File: config.mk
export PLATFORM = sky130hd
export DESIGN_NAME = pixel_buffer_loader
export DESIGN_NICKNAME = d
export VERILOG_FILES = /design/src/rtl/sobel_pkg.sv /design/src/rtl/rgb_unpacker.sv /design/src/rtl/pixel_buffer_loader.sv
export SDC_FILE = /design/constraint.sdc
export NUM_CORES = 1
export LEC_CHECK = 0
export ABC_AREA = 0
export CAP_MARGIN = 25
export CELL_PAD_IN_SITES_DETAIL_PLACEMENT = 1
export CELL_PAD_IN_SITES_GLOBAL_PLACEMENT = 1
export CORE_AREA = 2 2 114 160
export CTS_CLUSTER_DIAMETER = 100
export DETAILED_ROUTE_END_ITERATION = 7
export DIE_AREA = 0 0 116 162
export GPL_TIMING_DRIVEN = 0
export PLACE_DENSITY_LB_ADDON = 0.1
export SLEW_MARGIN = 25
export SYNTH_ARGS = -nofsm -noshare
export SYNTH_HDL_FRONTEND = slang
export SYNTH_SLANG_ARGS = --single-unit
export TNS_END_PERCENT = 20
File: constraint.sdc
create_clock -name clk -period 2.1 [get_ports clk]
set_clock_uncertainty 0.05 [all_clocks]
set_input_delay 0.315 -clock clk [delete_from_list [all_inputs] [get_ports clk]]
set_output_delay 0.315 -clock clk [all_outputs]
set_load 0.1 [all_outputs]
File: src/rtl/sobel_pkg.sv
// Shared types for the Sobel pipeline front end: pixel and buffer types,
// group geometry and the pixel-buffer loader state encoding.
package sobel_pkg;

  typedef logic [23:0] pixel_t;
  typedef logic [3:0][23:0] pix_buf_t;

  localparam int WORDS_PER_GROUP = 3;
  localparam int PIX_PER_GROUP   = 4;

  typedef enum logic [1:0] {
    IDLE,
    FILL,
    ISSUE
  } loader_state_t;

endpackage

File: src/rtl/rgb_unpacker.sv
// Combinational unpacker: three 32-bit words carrying four packed 24-bit
// {R,G,B} pixels, in arrival order w0,w1,w2, become one 4-pixel buffer.
module rgb_unpacker
  import sobel_pkg::*;
(
  input  logic [31:0] w0,
  input  logic [31:0] w1,
  input  logic [31:0] w2,
  output pix_buf_t    pix_buf
);

  // Pixels straddle word boundaries; each pixel takes the next 24 bits of the stream
  always_comb begin
    pix_buf[0] = w0[23:0];
    pix_buf[1] = {w1[15:0], w0[31:24]};
    pix_buf[2] = {w2[7:0], w1[31:16]};
    pix_buf[3] = w2[31:8];
  end

endmodule

File: src/rtl/pixel_buffer_loader.sv
// Producer side of the grayscale pixel-buffer interface. Collects three packed
// RGB words per group, presents the unpacked 4-pixel buffer with gray_en and
// waits for gray_done, counting groups until the frame is complete.
// Optional macro LOADER_PREFETCH_EN: keeps accepting words of the next group
// while the current buffer is being consumed, so gray_en stays high across
// groups when the next group is already complete.
module pixel_buffer_loader
  import sobel_pkg::*;
#(
  parameter int NUM_GROUPS = 4,
  parameter int CNT_W      = $clog2(NUM_GROUPS + 1)
) (
  input  logic             clk,
  input  logic             rst,
  input  logic             start,
  input  logic [31:0]      in_word,
  input  logic             in_valid,
  output logic             in_ready,
  output pix_buf_t         out_pixel_buffer,
  output logic             gray_en,
  input  logic             gray_done,
  output logic             busy,
  output logic             frame_done,
  output logic [CNT_W-1:0] group_cnt
);

  loader_state_t    state_q, state_d;
  logic [1:0]       idx_q, idx_d;
  logic [31:0]      w0_q, w0_d, w1_q, w1_d;
  pix_buf_t         buf_q, buf_d, unpacked;
  logic [CNT_W-1:0] cnt_q, cnt_d;
  logic             fd_q, fd_d;
  logic             accept;
  logic             last_group;
  logic [31:0]      third_word;
`ifdef LOADER_PREFETCH_EN
  logic [31:0]      w2_q, w2_d;
`endif

  assign accept     = in_valid & in_ready;
  assign last_group = (cnt_q == CNT_W'(NUM_GROUPS - 1));

`ifdef LOADER_PREFETCH_EN
  // A full shadow supplies its stored third word; otherwise the third word is on the bus
  assign third_word = (idx_q == 2'd3) ? w2_q : in_word;
`else
  assign third_word = in_word;
`endif

  rgb_unpacker u_unpacker (
    .w0      (w0_q),
    .w1      (w1_q),
    .w2      (third_word),
    .pix_buf (unpacked)
  );

  // Words are only taken while filling, or while prefetching a group that still belongs to the frame
  always_comb begin
    in_ready = (state_q == FILL);
`ifdef LOADER_PREFETCH_EN
    if (state_q == ISSUE && idx_q != 2'd3 && !last_group) begin
      in_ready = 1'b1;
    end
`endif
  end

  // Next-state and datapath: word collection, buffer load and gray handshake
  always_comb begin
    state_d = state_q;
    idx_d   = idx_q;
    w0_d    = w0_q;
    w1_d    = w1_q;
    buf_d   = buf_q;
    cnt_d   = cnt_q;
    fd_d    = 1'b0;
`ifdef LOADER_PREFETCH_EN
    w2_d    = w2_q;
`endif
    unique case (state_q)
      IDLE: begin
        if (start) begin
          state_d = FILL;
          cnt_d   = '0;
          idx_d   = '0;
        end
      end
      FILL: begin
        if (accept) begin
          unique case (idx_q)
            2'd0: begin
              w0_d  = in_word;
              idx_d = 2'd1;
            end
            2'd1: begin
              w1_d  = in_word;
              idx_d = 2'd2;
            end
            default: begin
              buf_d   = unpacked;
              idx_d   = 2'd0;
              state_d = ISSUE;
            end
          endcase
        end
      end
      ISSUE: begin
`ifdef LOADER_PREFETCH_EN
        if (accept) begin
          unique case (idx_q)
            2'd0: begin
              w0_d  = in_word;
              idx_d = 2'd1;
            end
            2'd1: begin
              w1_d  = in_word;
              idx_d = 2'd2;
            end
            2'd2: begin
              w2_d  = in_word;
              idx_d = 2'd3;
            end
            default: begin
            end
          endcase
        end
`endif
        if (gray_done) begin
          cnt_d = cnt_q + CNT_W'(1);
          if (last_group) begin
            state_d = IDLE;
            idx_d   = 2'd0;
            fd_d    = 1'b1;
          end else begin
`ifdef LOADER_PREFETCH_EN
            if (idx_q == 2'd3 || (accept && idx_q == 2'd2)) begin
              buf_d = unpacked;
              idx_d = 2'd0;
            end else begin
              state_d = FILL;
            end
`else
            state_d = FILL;
            idx_d   = 2'd0;
`endif
          end
        end
      end
      default: begin
        state_d = IDLE;
      end
    endcase
  end

  // State and datapath registers with synchronous reset that drops any partial group
  always_ff @(posedge clk) begin
    if (rst) begin
      state_q <= IDLE;
      idx_q   <= '0;
      w0_q    <= '0;
      w1_q    <= '0;
      buf_q   <= '0;
      cnt_q   <= '0;
      fd_q    <= 1'b0;
`ifdef LOADER_PREFETCH_EN
      w2_q    <= '0;
`endif
    end else begin
      state_q <= state_d;
      idx_q   <= idx_d;
      w0_q    <= w0_d;
      w1_q    <= w1_d;
      buf_q   <= buf_d;
      cnt_q   <= cnt_d;
      fd_q    <= fd_d;
`ifdef LOADER_PREFETCH_EN
      w2_q    <= w2_d;
`endif
    end
  end

  assign out_pixel_buffer = buf_q;
  assign gray_en          = (state_q == ISSUE);
  assign busy             = (state_q != IDLE);
  assign frame_done       = fd_q;
  assign group_cnt        = cnt_q;

endmodule

# == After elaboration in Yosys (flattened, before gate mapping) ==
# Index checks and enable logic that the tools add are counted.
# word_totals
ff_bits,168
out_inout_bits,103
inputBits,37
# classes
n_addsub,1
reduce_logical,13
n_mux,15
eq_ne,8
bitwise_logic,4
# ops
cell,count
2-to-1 mux 2 bit,7
one-hot mux 2 bit (3 select lines),2
AND reduction 3 bit,4
AND reduction 4 bit,2
2-to-1 mux 3 bit,2
one-hot mux 3 bit (2 select lines),1
"== test 2 x 1 -> 1 bit, second input constant",2
logical NOT 2 bit,2
"inequality test 2 x 1 -> 1 bit, second input constant",2
"inequality test 2 bit, second input constant",2
one-hot mux 2 bit (2 select lines),1
nonzero test 2 bit,2
"adder 3 x 1 -> 3 bit, second input constant",1
"== test 3 x 2 -> 1 bit, second input constant",1
inverter 1 bit,3
nonzero test 3 bit,1
OR reduction 3 bit,1
"== test 2 bit, second input constant",1
2-to-1 mux 1 bit,2
OR reduction 2 bit,1
AND 1 bit,1

# == Logic depth before layout (Yosys ltp) ==
# logic_depth
ltp_word,5
mapped_depth,7
depth_no_buf,5

# == Hierarchy ==
# From an unflattened synthesis, not the netlist that was laid out.
# hier_totals
cells_unflattened,803
hier_area_um2,7056.8
# by_module_without_submodules
mod,cells_per_inst,seq_area_each_um2,n_inst,area_each_um2
pixel_buffer_loader,707,3363.2,1,6336.1
rgb_unpacker,96,0.0,1,720.7

# == Worst setup path before layout ==
# OpenSTA, ideal clock, no wires.
# synth_path
kind,register to register
startpoint,reg state_q[1]
endpoint,reg idx_q[0]
setup_slack_ps,-407
synth_period_minus_slack_ps,2507
path_stages_with_launch,5
required_ps,1916
arrival_ps,2323
path_cell_list,dfxtp_1 -> buf_2 -> nor2b_1 -> and2_1 -> o32ai_1
# synth_via
word_cells_on_any_way,10
classes_between,5 x eq/ne; 1 x mux; 1 x bitwise; 3 x reduce/logical
# synth_lines
element,line_no,rtl
"start, declared",pixel_buffer_loader.sv:27,"loader_state_t state_q, state_d;"
"start signal, assigned",pixel_buffer_loader.sv:168,state_q <= state_d;
== test 2 bit *,n/a,
net gray_en,pixel_buffer_loader.sv:20,"output logic gray_en,"
inequality test 2 x 1 -> 1 bit (no line) / nonzero test 3 bit (equally long branches),n/a,
AND reduction 4 bit (no line),n/a,
"end signal, assigned",pixel_buffer_loader.sv:169,idx_q <= idx_d;
"end, declared",pixel_buffer_loader.sv:28,"logic [1:0] idx_q, idx_d;"
# Mark *: on every way through the listed nets, which the timed path passes. The rest lies on a longest branch.
# A chain may end at the register's enable or synchronous reset.

# == Worst setup path in the final report ==
# layout_path
startpoint,"reg cnt_q[0], in the netlist group_cnt[0]"
endpoint,out group_cnt[0]
# layout_lines
element,line_no,rtl
"start, declared",pixel_buffer_loader.sv:31,"logic [CNT_W-1:0] cnt_q, cnt_d;"
"start signal, assigned",pixel_buffer_loader.sv:173,cnt_q <= cnt_d;
"end, declared",pixel_buffer_loader.sv:24,output logic [CNT_W-1:0] group_cnt
# No word-level cell between the ends.

==> results_dict.tcl <==
set metrics [dict create \
    status "finished clean" \
    cts_tree "built" \
    grt_max_degree 17 \
    antenna_found_initial 0 \
    drtIter0Drc 159 \
    cp_top_family "buffers and inverters" \
    p_leak_nw 3.518 \
    synth_cells 707 \
    cp_max_fo 4 \
    grt_overflow_total 0 \
    ys_types 28 \
    num_vias 5341 \
    clkTransAtPathRegs_ns 0.07 \
    finalSetupViolations 0 \
    portBuffers 138 \
    clock_sinks 168 \
    area_growth_pct 33.53 \
    drc 0 \
    vias_per_cell 4.799 \
    async_flop_share_pct 0 \
    instances_no_fill 1113 \
    die_w_um 116 \
    synth-seq-cells 168 \
    drt_first_pass_iters 4 \
    post-place-cells 1081 \
    num_antenna_cells 0 \
    dieArea_um2 18790 \
    wl_per_cell_um 16.58 \
    ff_latch_area_um2 3363 \
    nNetsFinal 903 \
    cts.path.max_buffers 2 \
    critPathArrivalTime_ns 1.68 \
    initial_utilization_pct 36.71 \
    clkLatencyLatePin_ns 0.43 \
    fill_cells 2074 \
    postCtsSetupBuffers 0 \
    core_area_um2 17260 \
    postSynthAreaPerCell_um2 8.962 \
    pre_cts_ws_ns -0.4525 \
    crit_path_start_kind "register" \
    grt_pass1_wl_um 29180 \
    final_antenna_net_count 0 \
    cts_buffers 17 \
    worst_slew_pin_slew_ns 1.009 \
    layout_setup_ws_ns 0.05328 \
    stdcell_area_um2 8461 \
    finalHoldViolations 0 \
    period_needed_ns 2.047 \
    hold_path_class "register to register" \
    cp_cell_sequence "clkdlybuf4s15_1" \
    h-tree-depth 4 \
    dp_hpwl_um 13830 \
    row_count 57 \
    drv_slew 0 \
    synth-edff-count 0 \
    gp_congestion 0.7629 \
    synth_seq_area_share_pct 53.08 \
    fin_crit_sh_pct 97.46 \
    synth_area_um2 6336 \
    path_buf_inv 1 \
    io_pins 140 \
    p_total_w 0.006611 \
    multiInputGateArea_um2 2725 \
    pwr_density_cell_nw_per_um2 781.4 \
    fmax_ghz 0.4886 \
    dieHeight_um 162 \
    yosysWarningCount 0 \
    wl_um 18460 \
    ir_drop_uv 379.8 \
    clockRootBuffer "clkbuf_16" \
    grt_setup_unrepaired "false" \
    maxSlewHeadroom_pct 32.99 \
    critPathMaxStageDelay_ns 0.87 \
    drv_cap 0 \
    synthFlopType "dfxtp_1" \
    critPathSlowestCell "clkdlybuf4s15_1" \
    end_kind "output port" \
    grt_pass1_vias 5757 \
    crit_type "register to output port" \
    drive_gt1_share_pct 6.842 \
    worst-endpoint-required_ns 1.74 \
    grt_use_total_pct 20.27 \
    placed_cell_area_um2 8015 \
    synth_fp_nets 746 \
]
-- cell usage after synthesis, drive strengths merged (2+ instances only) --
master  count  area, µm²
a21oi     101      505.5
nand4b      2      17.52
ha          2      25.02
clkbuf     33      123.9
o21ai       3      15.01
o32ai       2      17.52
nor2b       2      12.51
dfxtp     168       3363
and4b       2      20.02
or3b        2      17.52
nand2     193      724.4
mux2i      66      660.6
buf        20      122.6
nor2        2      7.510
nand3b      2      18.77
nand2b     99      619.3
-- where the power goes --
group          switching, W  internal [W]  leakage, nW  total (W)
Combinational      0.000196      0.000158         1.90   0.000354
Clock               0.00134       0.00167        0.262    0.00302
Sequential        0.0000210       0.00322         1.36    0.00324
-- flip-flops by register name (all words and copies together), names as in the netlist --
register          cells
w0_q                 32
state_q               2
frame_done            1
w1_q                 32
idx_q                 2
group_cnt             3
out_pixel_buffer     96
-- cell families after synthesis --
logic type | share of synthesized area, %
muxes | 10.43
and+or+nand+nor | 23.52
buffers and inverters | 3.949
DFF | 53.08
adders and majority gates | 0.3949
AOI/OAI and AO/OA | 8.629
-- area by class of cell --
cell class              instances  share of cell area (%)
flip-flops and latches        168                   39.75
multi-input cells             485                   32.21
repair buffers                138                   14.88
clock buffers                  19                   5.235
well taps                     236                   3.490
plain buffers                  53                   2.958
clock inverters                13                   1.434
inverters                       1                 0.04437
-- through the flow --
step | TNS, ns | hold slack, ns | utilization (%)
2_1_floorplan | -0.7497 | 0.3823 | -
3_3_place_gp | -4.081 | 0.3867 | 46.44
3_5_place_dp | -7.070 | 0.3979 | 46.44
4_1_cts | 0 | 0.4032 | 48.95
5_1_grt | 0 | 0.4206 | 49.02
6_report | 0 | 0.4024 | 49.02
-- layer usage --
layer,share of wire (%),track usage (%),vias up,wire length (µm)
met4,1.3,5.357,0,242
met5,0,0,-,0
li1,-,-,2616,-
met1,40,22.37,2591,7409
met2,55,37.75,113,10060
met3,4.0,5.410,21,743
-- worst register-to-register path, stage by stage (launching register included) --
cell	delay (ns)
dfxtp_1	0.33
buf_2	0.18
nand4b_1	0.47
clkbuf_4	0.38
buf_2	0.22
nand2_1	0.10
a21oi_1	0.06
-- repair_timing --
| item | in CTS | in global routing |
|---|---|---|
| pin swaps | 0 | 0 |
| setup endpoints to repair | 103 | 5 |
| gates resized for setup | 119 | 5 |
| hold buffers | 0 | 0 |
-- final timing paths --
path	cells after the start	to	slack, ns	startpoint
worst max-delay path	1	group_cnt[0]	0.05	group_cnt[0]
worst min-delay path	2	out_pixel_buffer[9]	0.40	out_pixel_buffer[9]
worst max register to register	6	out_pixel_buffer[41]	0.19	state_q[1]
worst min register to register	2	out_pixel_buffer[9]	0.40	out_pixel_buffer[9]
-- layout by cell type, fill, tap and decap left out, types with 2 or more instances in the layout --
| master | netlist | layout |
|---|---|---|
| nand2_1 | 193 | 193 |
| dfxtp_1 | 168 | 168 |
| a21oi_1 | 101 | 101 |
| nand2b_1 | 99 | 99 |
| dlygate4sd2_1 | 0 | 98 |
| mux2i_1 | 66 | 66 |
| clkdlybuf4s50_1 | 0 | 35 |
| clkbuf_1 | 33 | 33 |
| clkbuf_16 | 0 | 17 |
| buf_2 | 14 | 13 |
| buf_4 | 4 | 5 |
| clkinvlp_4 | 0 | 5 |
| buf_6 | 2 | 4 |
| o21ai_0 | 3 | 3 |
| inv_6 | 0 | 3 |
| nor2_1 | 2 | 2 |
| and4b_1 | 2 | 2 |
| nand4b_1 | 2 | 2 |
| o32ai_1 | 2 | 2 |
| ha_1 | 2 | 2 |
| clkinv_2 | 0 | 2 |
| clkinv_4 | 0 | 2 |
| clkdlybuf4s15_1 | 0 | 2 |
Power figures use the tool's default switching activity.
